$ cat src/rtl/shift_sequencer.sv
// Iterative shift sequencer: drives an external combinational shifter for
// 'amount' passes (SRA1 or SLL8), feeding each pass's result back as the
// next pass's operand, then registers the final value and pulses done.
//
// Handshake: start is a level request that is only looked at in IDLE;
// there is no ready output and no queuing. Anything on start while busy
// or done is high is dropped. operand/op/amount are captured on the same
// edge that accepts start and are not looked at again until the next launch.
module shift_sequencer #(
  parameter int NBITS     = 32,
  parameter int S_CONTROL = 2,
  localparam int CNT_W    = 5
) (
  input  logic                        clk,
  input  logic                        reset,
  input  logic                        start,
  input  logic                        op,
  input  logic [CNT_W-1:0]            amount,
  input  logic signed [NBITS-1:0]     operand,
  output logic signed [NBITS-1:0]     sh_y,
  output logic [S_CONTROL-1:0]        sh_ctrl,
  input  logic signed [NBITS-1:0]     sh_c,
  output logic                        busy,
  output logic                        done,
  output logic signed [NBITS-1:0]     result,
  output logic [1:0]                  state_dbg
);

  typedef enum logic [1:0] {
    IDLE  = 2'd0,
    SHIFT = 2'd1,
    DONE  = 2'd2
  } state_t;

  state_t                   state;
  state_t                   state_nxt;
  logic signed [NBITS-1:0]  acc;
  logic [CNT_W-1:0]         cnt;
  logic                     op_q;

  // cnt == 1 marks the final pass; <= 1 also keeps a corrupted zero count
  // from looping forever.
  logic last_pass;
  assign last_pass = (cnt <= CNT_W'(1));

  // The shifter always sees the accumulator, whatever the state.
  assign sh_y      = acc;
  assign state_dbg = state;

  // State register.
  always_ff @(posedge clk or posedge reset) begin
    if (reset) begin
      state <= IDLE;
    end else begin
      state <= state_nxt;
    end
  end

  // Next-state logic.
  always_comb begin
    state_nxt = state;
    case (state)
      IDLE: begin
        if (start) begin
          state_nxt = (amount != '0) ? SHIFT : DONE;
        end
      end
      SHIFT: begin
        if (last_pass) begin
          state_nxt = DONE;
        end
      end
      DONE:    state_nxt = IDLE;
      default: state_nxt = IDLE;
    endcase
  end

  // Outputs decoded from state; 2'b11 is never produced.
  always_comb begin
    sh_ctrl = S_CONTROL'(2'b00);
    busy    = 1'b0;
    done    = 1'b0;
    case (state)
      SHIFT: begin
        sh_ctrl = op_q ? S_CONTROL'(2'b10) : S_CONTROL'(2'b01);
        busy    = 1'b1;
      end
      DONE: begin
        done = 1'b1;
      end
      default: begin
        sh_ctrl = S_CONTROL'(2'b00);
      end
    endcase
  end

  // Datapath: capture on launch, iterate through the shifter, latch result.
  always_ff @(posedge clk or posedge reset) begin
    if (reset) begin
      acc    <= '0;
      cnt    <= '0;
      op_q   <= 1'b0;
      result <= '0;
    end else begin
      case (state)
        IDLE: begin
          if (start) begin
            acc  <= operand;
            cnt  <= amount;
            op_q <= op;
            if (amount == '0) begin
              result <= operand;
            end
          end
        end
        SHIFT: begin
          acc <= sh_c;
          cnt <= cnt - CNT_W'(1);
          if (last_pass) begin
            result <= sh_c;
          end
        end
        default: begin
          acc <= acc;
        end
      endcase
    end
  end

endmodule

$ cat config.mk
export PLATFORM = sky130hd
export DESIGN_NAME = shift_sequencer
export DESIGN_NICKNAME = d
export VERILOG_FILES = /design/src/rtl/shift_sequencer.sv
export SDC_FILE = /design/constraint.sdc
export NUM_CORES = 1
export LEC_CHECK = 0
export BUFFER_PORTS_ARGS = -buffer_cell sky130_fd_sc_hd__buf_2
export CAP_MARGIN = 25
export CORE_MARGIN = 1.5
export CORE_UTILIZATION = 51
export DETAILED_ROUTE_END_ITERATION = 8
export PLACE_DENSITY = 0.85
export SLEW_MARGIN = 20
export SYNTH_ARGS = -nofsm -noshare
export SYNTH_HDL_FRONTEND = slang
export SYNTH_SLANG_ARGS = --single-unit
$ cat constraint.sdc
create_clock -name clk -period 3.28 [get_ports clk]
set_clock_uncertainty 0.1 [all_clocks]
set_input_delay 0.492 -clock clk [delete_from_list [all_inputs] [get_ports clk]]
set_output_delay 0.492 -clock clk [all_outputs]
set_load 0.05 [all_outputs]
## Word level (Yosys, flattened, before mapping)

Index checks and enable logic that the tools add are counted.

| storage, ports and cells | value |
|---|---|
| bits in registers | 72 |
| latch bits | 0 |
| RAM bits | 0 |
| ROM bits | 0 |
| bits of input ports | 73 |
| output and inout bits | 70 |
| word-level logic and storage cells | 36 |
| memories kept | 0 |

| cells by class | value |
|---|---|
| $add $sub $neg | 1 |
| multipliers | 0 |
| div/mod/pow operators | 0 |
| magnitude comparators | 1 |
| equal/unequal tests | 5 |
| shift-type cells | 0 |
| multiplexer cells | 16 |
| bitwise operators | 0 |
| reduce and logical (&&, ||, !) cells | 8 |

Operators with widths:

| operator | number |
|---|---|
| $mux 32 | 4 |
| $pmux 32 s2 | 2 |
| $mux 2 | 5 |
| $pmux 5 s2 | 1 |
| $ne 2x2->1 const B | 3 |
| $reduce_and 2->1 | 3 |
| $le 5x1->1 const B | 1 |
| $logic_not 5->1 | 1 |
| $mux 5 | 1 |
| $reduce_bool 5->1 | 1 |
| $sub 5x1->5 const B | 1 |
| $pmux 2 s2 | 1 |
| $reduce_and 4->1 | 1 |
| $eq 2x1->1 const B | 1 |
| $eq 2x2->1 const B | 1 |
| $logic_not 2->1 | 1 |
| $mux 1 | 2 |
| $reduce_bool 2->1 | 1 |

## Longest topological paths before layout

Gate-level depths: netlist of the first run.

| depth | value |
|---|---|
| depth after elaboration | 4 |
| depth in mapped cells | 7 |
| depth with buffers taken out | 5 |

## Least setup slack after synthesis of the first run

OpenSTA, ideal clock, no wires.

| timing path | value |
|---|---|
| kind | reg2out |
| start | register state[1] (netlist: state_dbg[1]) |
| end | output sh_ctrl[1] |
| arrival | 2162 ps |
| required time | 2688 ps |
| path slack | 526 ps |
| stages on the path, launching flop included | 6 |
| buffers on the path | 2 |
| cell sequence | dfrtp_1 clkbuf_1 nand2b_1 buf_2 clkinv_1 and2_1 |

| between the ends | value |
|---|---|
| longest elaborated chain between the ends | 2 |

RTL lines:

| element | RTL line | source |
|---|---|---|
| from (decl) | 35 | `state_t state;` |
| from (signal assigned) | 55 | `state <= state_nxt;` |
| $eq 2x1->1 | 83 | `case (state)` |
| $mux 2 | 83 |  |
| to (decl) | 21 | `output logic [S_CONTROL-1:0] sh_ctrl,` |

No other way between the ends.

## Final worst setup path of the first run

| timing path | value |
|---|---|
| start | register state[1] (netlist: state_dbg[1]) |
| end | output sh_ctrl[0] |

Same word-level chain as after synthesis.

==> run metrics, run 1 <==
hold crit path type=input pin to async pin; fin worst setup slack=0.868 ns; Post-Syn Instances=295; Pre-antenna DRT Iters=4; post-synthesis sequential area ratio=55.9%; number of global-route vias before repair=2449; Non-Filler Instances=517; RSZ-0062 raised after global routing=no; Synth cell types=29; crit path launch=state_dbg[1]; routed len/inst=14.2 µm; worst reg2reg path startpoint=state_dbg[0]; CTS Sinks=72; Worst-path clk slew=0.07 ns; FF+latch count, synth=72; DIE HEIGHT=82.5 µm; synth warn=0; Die Footprint=6810 µm²; CTS tree=done; Post-synth ARST share=100%; Final Cycle Share=73.5%; ratio of cells with drive above 1 in the final layout=39.8%; arrival time worst endpoint=1.82 ns; Resized Gates After CTS=0; first-pass GRT wire length=11100 µm; most area-consuming cells after synthesis=dfrtp_1, mux2i_1, nand2_1; # hold bufs at CTS=0; Routed WL=7330 µm; Nets=512; Worst-Margin Slew=0.752 ns; setup bufs post-CTS=0; outcome=finished, final reports clean; FF-to-FF path depth=5; clk buf depth=2; I/O pin cnt=143; CTS Buf Count=9; Slowest-stage cell, CP=dfrtp_1; Core ar.=6030 µm²; leading area contributor after synthesis=dfrtp_1; GRT overflow=0; Top FF cell, synth=dfrtp_1; Setup crit end kind=output port; crit path max fanout=36; Post-synth EDFFs=0; largest net degree at the start of global routing=38; FF-to-FF End=result[25]; WS Path Type=register to output port; TNS Setup=0 ns; hpwl dp=5390 µm; Slew Viols, Final=0; H-tree depth=3; buffers added on ports=142; pre-CTS WS=0.897 ns; Root Driver=clkbuf_8; Placer Congestion=0.880; commonest non-fill, non-tap cells in the layout=buf_2, dfrtp_1, mux2i_1, nand2_1, o21ai_0; initial antenna violation count=0; slowest cell delay on critical path=0.50 ns; final number of setup-violating endpoints=0; num rows=28; die width=82.5 µm; antenna violation net count after detailed routing=0; Worst Setup EP=sh_ctrl[0]; Total GRT Usage=22.0%; dpl cells=501; max-cap violations=0; Mapped Nets=370; slew margin rel.=49.8%; CP Cell Sequence=nand2b_2 > buf_4 > nor2_1 > buf_2; final core utilization=69.7%; via count=2635; synthesized area per cell=10.9 µm²; Initial Util=53.5%; Final Hold Viols=0; min Tclk post-route=2.41 ns; flop-to-flop setup slack=0.99 ns; number of fill cells in the layout=472; Setup crit start kind=register; post-synth design cell area=3230 µm²; P&R area growth vs syn=30.2%; Yosys top cell area share=55.9%; clock insertion delay at the later pin of the skew report=0.33 ns; Residual DRC=0; # diodes=0; First DRT Iteration DRCs=101; fmax=415 MHz; worst endpoint required time=2.69 ns; mean number of vias per cell=5.10; commonest non-fill, non-tap cell in the layout=buf_2
==> stage by stage <==
step	cell area [µm²]	hold slack [ns]
3_3_place_gp	4010	0.357
3_5_place_dp	4010	0.366
6_report	4200	0.201
5_1_grt	4200	0.257
4_1_cts	4200	0.216
2_1_floorplan	3230	0.371
==> state kept, by name, summed over array words and instances (netlist names) <==
name and count:
op_q 1, state_dbg 2, cnt 5, sh_y 32
result 32
==> worst min-delay path by stage <==
stage,from,end,slack (ns)
after floorplan,cnt[4],cnt[4],0.37
final,reset,result[17],0.20
after global placement,sh_y[11],sh_y[11],0.36
after global routing,reset,result[22],0.26
after CTS,reset,result[29],0.22
after detailed placement,sh_y[6],sh_y[6],0.37
==> layout make-up <==
| cell class | count | area [µm²] | share of cell area, % |
|---|---|---|---|
| Sequential cell | 72 | 1800 | 42.9 |
| Multi-Input combinational cell | 174 | 1230 | 29.4 |
| Timing Repair Buffer | 147 | 761 | 18.1 |
| Clock buffer | 14 | 173 | 4.11 |
| Inverter | 33 | 124 | 2.95 |
| Tap cell | 75 | 93.8 | 2.23 |
| Clock inverter | 2 | 12.5 | 0.298 |
==> worst max-delay path: cells and delay by family, from the launching register on <==
kind,cells,cell delay [ns]
simple gates,2,0.26
buf+inv,2,0.72
flops,1,0.50
==> logic make-up (layout without fill, tap and decap cells) <==
kind of cell | Yosys count | count (layout) | synth area share [%]
buf+inv | 49 | 196 | 6.32
simple gates | 60 | 60 | 7.91
fa+ha+maj | 2 | 2 | 0.776
mux | 65 | 65 | 20.6
compound gates | 47 | 47 | 8.53
flops | 72 | 72 | 55.9
==> cells in the mapped netlist, types with 2 or more instances <==
library cell	count
mux2_1	2
inv_1	32
mux2i_1	54
nand2b_1	2
o21ai_0	32
o22a_1	3
clkbuf_1	9
nand2_1	44
buf_4	2
ha_1	2
nor2_1	6
buf_2	4
mux2_2	9
a21oi_1	8
dfrtp_1	72
==> layer usage <==
layer / GRT usage, % / vias up / wire length (µm)
li1: - / 1262 / -
met1: 27.2 / 1231 / 3100
met2: 36.4 / 130 / 3540
met3: 6.04 / 12 / 555
met4: 9.17 / 0 / 140
met5: 0 / - / 0
Power of run 1 is left out: the tool's default activity adds up to more than one toggle a clock period on the data nets, which glitch-free logic cannot reach.
==> inputs of run 2 (changes only) <==
Settings changed: CORE_UTILIZATION 51 to 43, PLACE_DENSITY 0.85 to 0.77.
Clock period 3.28 ns to 2.21 ns, I/O delays scaled along.
==> run 2 against run 1 <==
  * Cell area up 2.9%
  * Setup slack worse by 0.73 ns
  * Routed wire length rose by 0.45%
  * Global-route usage fell by 2.9 points
  * Non-clock buffer count grew 5
  * Largest cell class unchanged
==> run metrics, run 2 (same netlist as run 1, synthesis figures left out) <==
via count=2580 (was 2635); Core ar.=7250 µm² (was 6030 µm²); RSZ-0062 raised after global routing=no (unchanged); fmax=483 MHz; Worst-Margin Slew=0.400 ns (was 0.752 ns); P&R area growth vs syn=33.9% (was 30.2%); Final Hold Viols=0 (unchanged); # diodes=0 (unchanged); Non-Filler Instances=546 (was 517); die width=89.6 µm (was 82.5 µm); largest net degree at the start of global routing=73 (was 38); I/O pin cnt=143 (unchanged); Routed WL=7370 µm (was 7330 µm); first-pass GRT wire length=11600 µm (was 11100 µm); Final Cycle Share=93.6%; worst endpoint required time=1.78 ns (was 2.69 ns); CTS Sinks=72 (unchanged); Placer Congestion=0.854 (was 0.880); final number of setup-violating endpoints=0 (unchanged); mean number of vias per cell=4.73 (was 5.10); num rows=31 (was 28); setup bufs post-CTS=0 (unchanged); slew margin rel.=73.1% (was 49.8%); H-tree depth=3 (unchanged); antenna violation net count after detailed routing=0 (unchanged); CTS tree=done (unchanged); Root Driver=clkbuf_8 (unchanged); hold_ws=0.137 ns (was 0.201 ns); WS Path Type=register to output port (unchanged); DIE HEIGHT=89.6 µm (was 82.5 µm); Worst-path clk slew=0.07 ns (about the same); routed len/inst=13.5 µm (was 14.2 µm); outcome=finished, final reports clean (unchanged); Pre-antenna DRT Iters=4 (unchanged); hold crit path type=input pin to register (was input pin to async pin); Slew Viols, Final=0 (unchanged); Initial Util=44.5% (was 53.5%); CTS Buf Count=9 (unchanged); Setup crit end kind=output port (unchanged); GRT overflow=0 (unchanged); First DRT Iteration DRCs=134 (was 101); initial antenna violation count=0 (unchanged); Die Footprint=8030 µm² (was 6810 µm²); hpwl dp=5410 µm (was 5390 µm); Design Area, Final=4320 µm² (was 4200 µm²); buffers added on ports=142 (unchanged); clk buf depth=2 (unchanged); commonest non-fill, non-tap cells in the layout=buf_2, dfrtp_1, mux2i_1, nand2_1, o21ai_0 (unchanged); max-cap violations=0 (unchanged); crit path max fanout=12 (was 36); min Tclk post-route=2.07 ns; number of fill cells in the layout=646 (was 472); Residual DRC=0 (unchanged); arrival time worst endpoint=1.64 ns (was 1.82 ns); dpl cells=529 (was 501); placed instance area=4110 µm² (was 4010 µm²); Total GRT Usage=19.1% (was 22.0%); number of global-route vias before repair=2547 (was 2449); Setup crit start kind=register (unchanged); clock insertion delay at the later pin of the skew report=0.34 ns (was 0.33 ns); commonest non-fill, non-tap cell in the layout=buf_2 (unchanged); Nets=517 (was 512); ratio of cells with drive above 1 in the final layout=41.4% (was 39.8%)
run 2: per-stage QoR:
stage | TNS [ns] | utilization (%) | worst slack (ns)
3_3_place_gp | 0 | 56.6 | 0.129
2_1_floorplan | -0.0923 | - | -0.0923
4_1_cts | 0 | 59.5 | 0.0534
6_report | 0 | 59.5 | 0.142
3_5_place_dp | 0 | 56.6 | 0.0759
5_1_grt | 0 | 59.5 | 0.0711
run 2: final timing paths:
kind	startpoint	cells past startpoint	slack, ns	endpoint
worst max-delay path	state_dbg[0]	5	0.14	sh_ctrl[1]
worst min-delay path	op	2	0.14	op_q
worst max register to register	state_dbg[0]	6	0.28	result[30]
worst min register to register	sh_y[27]	2	0.38	sh_y[27]
max in group asynchronous	reset	4	1.14	state_dbg[1]
min in group asynchronous	reset	4	0.56	sh_y[7]
run 2: final cells by class:
class                   count  area [µm²]  share of cell area (%)
clock inverters             6        58.8                    1.36
inverters                  33         129                    2.98
clock buffers              10         138                    3.19
multi-input cells         174        1240                    28.7
repair buffers            152         826                    19.1
well taps                  99         124                    2.87
flip-flops and latches     72        1800                    41.7
run 2: routing by layer:
layer	vias up	global-route usage (%)	routed length, µm
met4	0	4.76	61
met5	-	0	0
met2	98	32.8	3620
li1	1270	-	-
met3	9	6.67	464
met1	1203	23.2	3220
run 2: repair_timing:
item	in CTS	in global routing
setup endpoints to repair	1	1
hold buffers	1	0
cloned	0	0
resized for setup	1	1
endpoints found under the hold margin	62	0
run 2: critical path, stage by stage, from the launching register on:
cell,delay [ns]
dfrtp_1,0.38
buf_4,0.19
nand2b_4,0.18
clkinv_2,0.16
and2_1,0.18
buf_2,0.20
Power of run 2 is left out for the same reason.
==> inputs of run 3 (changes only) <==
==> constraint.sdc (replaced) <==
create_clock -name clk -period 2.21 [get_ports clk]
set_clock_uncertainty 0.1 [all_clocks]
set_input_delay 0.1105 -clock clk [delete_from_list [all_inputs] [get_ports clk]]
set_output_delay 0.1105 -clock clk [all_outputs]
set_load 0.05 [all_outputs]
==> run 3 against run 2 <==
  * Maximum frequency increased by 2.7%
  * Via count increased by 9.5%
  * Die area unchanged
==> run metrics, run 3 (same netlist as run 1, synthesis figures left out) <==
I/O pin cnt=143 (unchanged); Nets=565 (was 517); Min-Delay Startpoint=amount[4] (was op); WS Path Type=register to register (was register to output port); slew margin rel.=73.8% (was 73.1%); Worst-path clk slew=0.07 ns (about the same); RSZ-0062 raised after global routing=no (unchanged); TNS Setup=0 ns (unchanged); hold path cells=3 (was 2); ratio of cells with drive above 1 in the final layout=36.8% (was 41.4%); Final Hold Viols=0 (unchanged); num rows=31 (unchanged); hpwl dp=5390 µm (was 5410 µm); Clk pwr share=13.1%; worst endpoint required time=2.32 ns (was 1.78 ns); max-cap violations=0 (unchanged); via count=2824 (was 2580); Final Cycle Share=91.1% (was 93.6%); routed len/inst=13.9 µm (was 13.5 µm); number of global-route vias before repair=2708 (was 2547); hold crit path type=input pin to register (unchanged); outcome=finished, final reports clean (unchanged); maximum vdd drop=0.978 mV; GRT overflow=0 (unchanged); Routed WL=8260 µm (was 7370 µm); clk buf depth=2 (unchanged); First DRT Iteration DRCs=77 (was 134); combinational fraction of design power=57.5%; crit path max fanout=17 (was 12); Die Footprint=8030 µm² (unchanged); DIE HEIGHT=89.6 µm (unchanged); arrival time worst endpoint=2.13 ns (was 1.64 ns); Setup crit end kind=register (was output port); Switching Fraction=53.3%; FF-to-FF End=result[22] (was result[30]); mean number of vias per cell=4.75 (was 4.73); Residual DRC=0 (unchanged); fmax=497 MHz (was 483 MHz); P&R area growth vs syn=48.8% (was 33.9%); CP Depth=5 (unchanged); CTS tree=done (unchanged); Resized Gates After CTS=0 (was 1); Setup crit start kind=register (unchanged); Pre-antenna DRT Iters=4 (unchanged); Slew Viols, Final=0 (unchanged); worst reg2reg path startpoint=state_dbg[0] (unchanged); Core ar.=7250 µm² (unchanged); Total GRT Usage=20.7% (was 19.1%); CP Cell Sequence=nand2b_1 > or2_2 > o32ai_4 > buf_12 > mux2_1 (was buf_4 > nand2b_4 > clkinv_2 > and2_1 > buf_2); Flop pwr share=29.4%; Hold EP=cnt[4] (was op_q); Buf/Inv on CP=1 (was 3); commonest non-fill, non-tap cells in the layout=buf_2, dfrtp_1, mux2i_1, dlygate4sd3_1, nand2_1 (was buf_2, dfrtp_1, mux2i_1, nand2_1, o21ai_0); die width=89.6 µm (unchanged); setup bufs post-CTS=0 (unchanged); FF-to-FF path depth=5 (was 6); power per cell area=1680 nW/µm²; initial antenna violation count=0 (unchanged); final number of setup-violating endpoints=0 (unchanged); H-tree depth=3 (unchanged); slowest cell delay on critical path=0.38 ns (about the same); CTS Sinks=72 (unchanged); sw power=4.30 mW; flop-to-flop setup slack=0.20 ns (was 0.28 ns); Root Driver=clkbuf_8 (unchanged); Pint=3.76 mW; # hold bufs at CTS=49 (was 1); Slowest-stage cell, CP=dfrtp_1 (unchanged); min Tclk post-route=2.01 ns (was 2.07 ns); first-pass GRT wire length=12500 µm (was 11600 µm); hold_ws=0.00980 ns (was 0.137 ns); clock insertion delay at the later pin of the skew report=0.33 ns (was 0.34 ns); Initial Util=44.5% (unchanged); number of fill cells in the layout=587 (was 646); delay-heaviest family, CP=simple AND/OR/NAND/NOR gates (was buffers and inverters); largest net degree at the start of global routing=73 (unchanged); antenna violation net count after detailed routing=0 (unchanged); buffers added on ports=142 (unchanged); # diodes=0 (unchanged); CTS Buf Count=9 (unchanged); Worst-Margin Slew=0.389 ns (was 0.400 ns); Placer Congestion=0.835 (was 0.854); Leakage Power=2.35 nW; commonest non-fill, non-tap cell in the layout=buf_2 (unchanged)
[run 3: cell type report]
cell class / count / area (µm²) / share of cell area [%]
clock buffers: 11 / 151 / 3.15
clock inverters: 5 / 55.1 / 1.15
inverters: 33 / 125 / 2.61
repair buffers: 200 / 1310 / 27.3
flip-flops and latches: 72 / 1800 / 37.5
well taps: 99 / 124 / 2.58
multi-input cells: 174 / 1230 / 25.7
[run 3: layer usage]
| layer | vias to the layer above | global-route usage, % | wire length (µm) |
|---|---|---|---|
| met2 | 107 | 37.0 | 4260 |
| met3 | 15 | 3.93 | 463 |
| met5 | - | 0 | 0 |
| li1 | 1367 | - | - |
| met1 | 1335 | 24.4 | 3400 |
| met4 | 0 | 8.81 | 138 |
[run 3: worst max path at each step]
| stage | from | end | slack [ns] |
|---|---|---|---|
| floorplan | state_dbg[1] | sh_ctrl[0] | 0.02 |
| global placement | state_dbg[0] | result[24] | 0.25 |
| detailed placement | state_dbg[0] | result[22] | 0.22 |
| CTS | state_dbg[0] | result[22] | 0.19 |
| global route | state_dbg[0] | result[22] | 0.15 |
| finish | state_dbg[0] | result[22] | 0.20 |
[run 3: per-stage QoR]
step	total power, mW	instances	cell area, µm²	util [%]	setup WS (ns)
floorplan	5.81	295	3230	-	0.0235
CTS	8.08	593	4790	66.0	0.192
detailed placement	6.93	528	4090	56.4	0.219
global route	8.48	594	4800	66.2	0.150
finish	8.06	594	4800	66.2	0.196
global placement	6.83	528	4090	56.4	0.246
[run 3: tightest hold or removal path, cell delays in order]
cell and delay, ns:
buf_2 0.09, a21oi_1 0.07, o21ai_0 0.14
[run 3: power groups by stage]
stage               Combinational (mW)  Clock [mW]  Sequential (mW)
floorplan                         1.32           0             4.49
global placement                  4.49           0             2.35
detailed placement                4.57           0             2.36
CTS                               4.64        1.09             2.36
global route                      4.91        1.13             2.44
finish                            4.63        1.06             2.36
(Power assumes the default switching activity.)
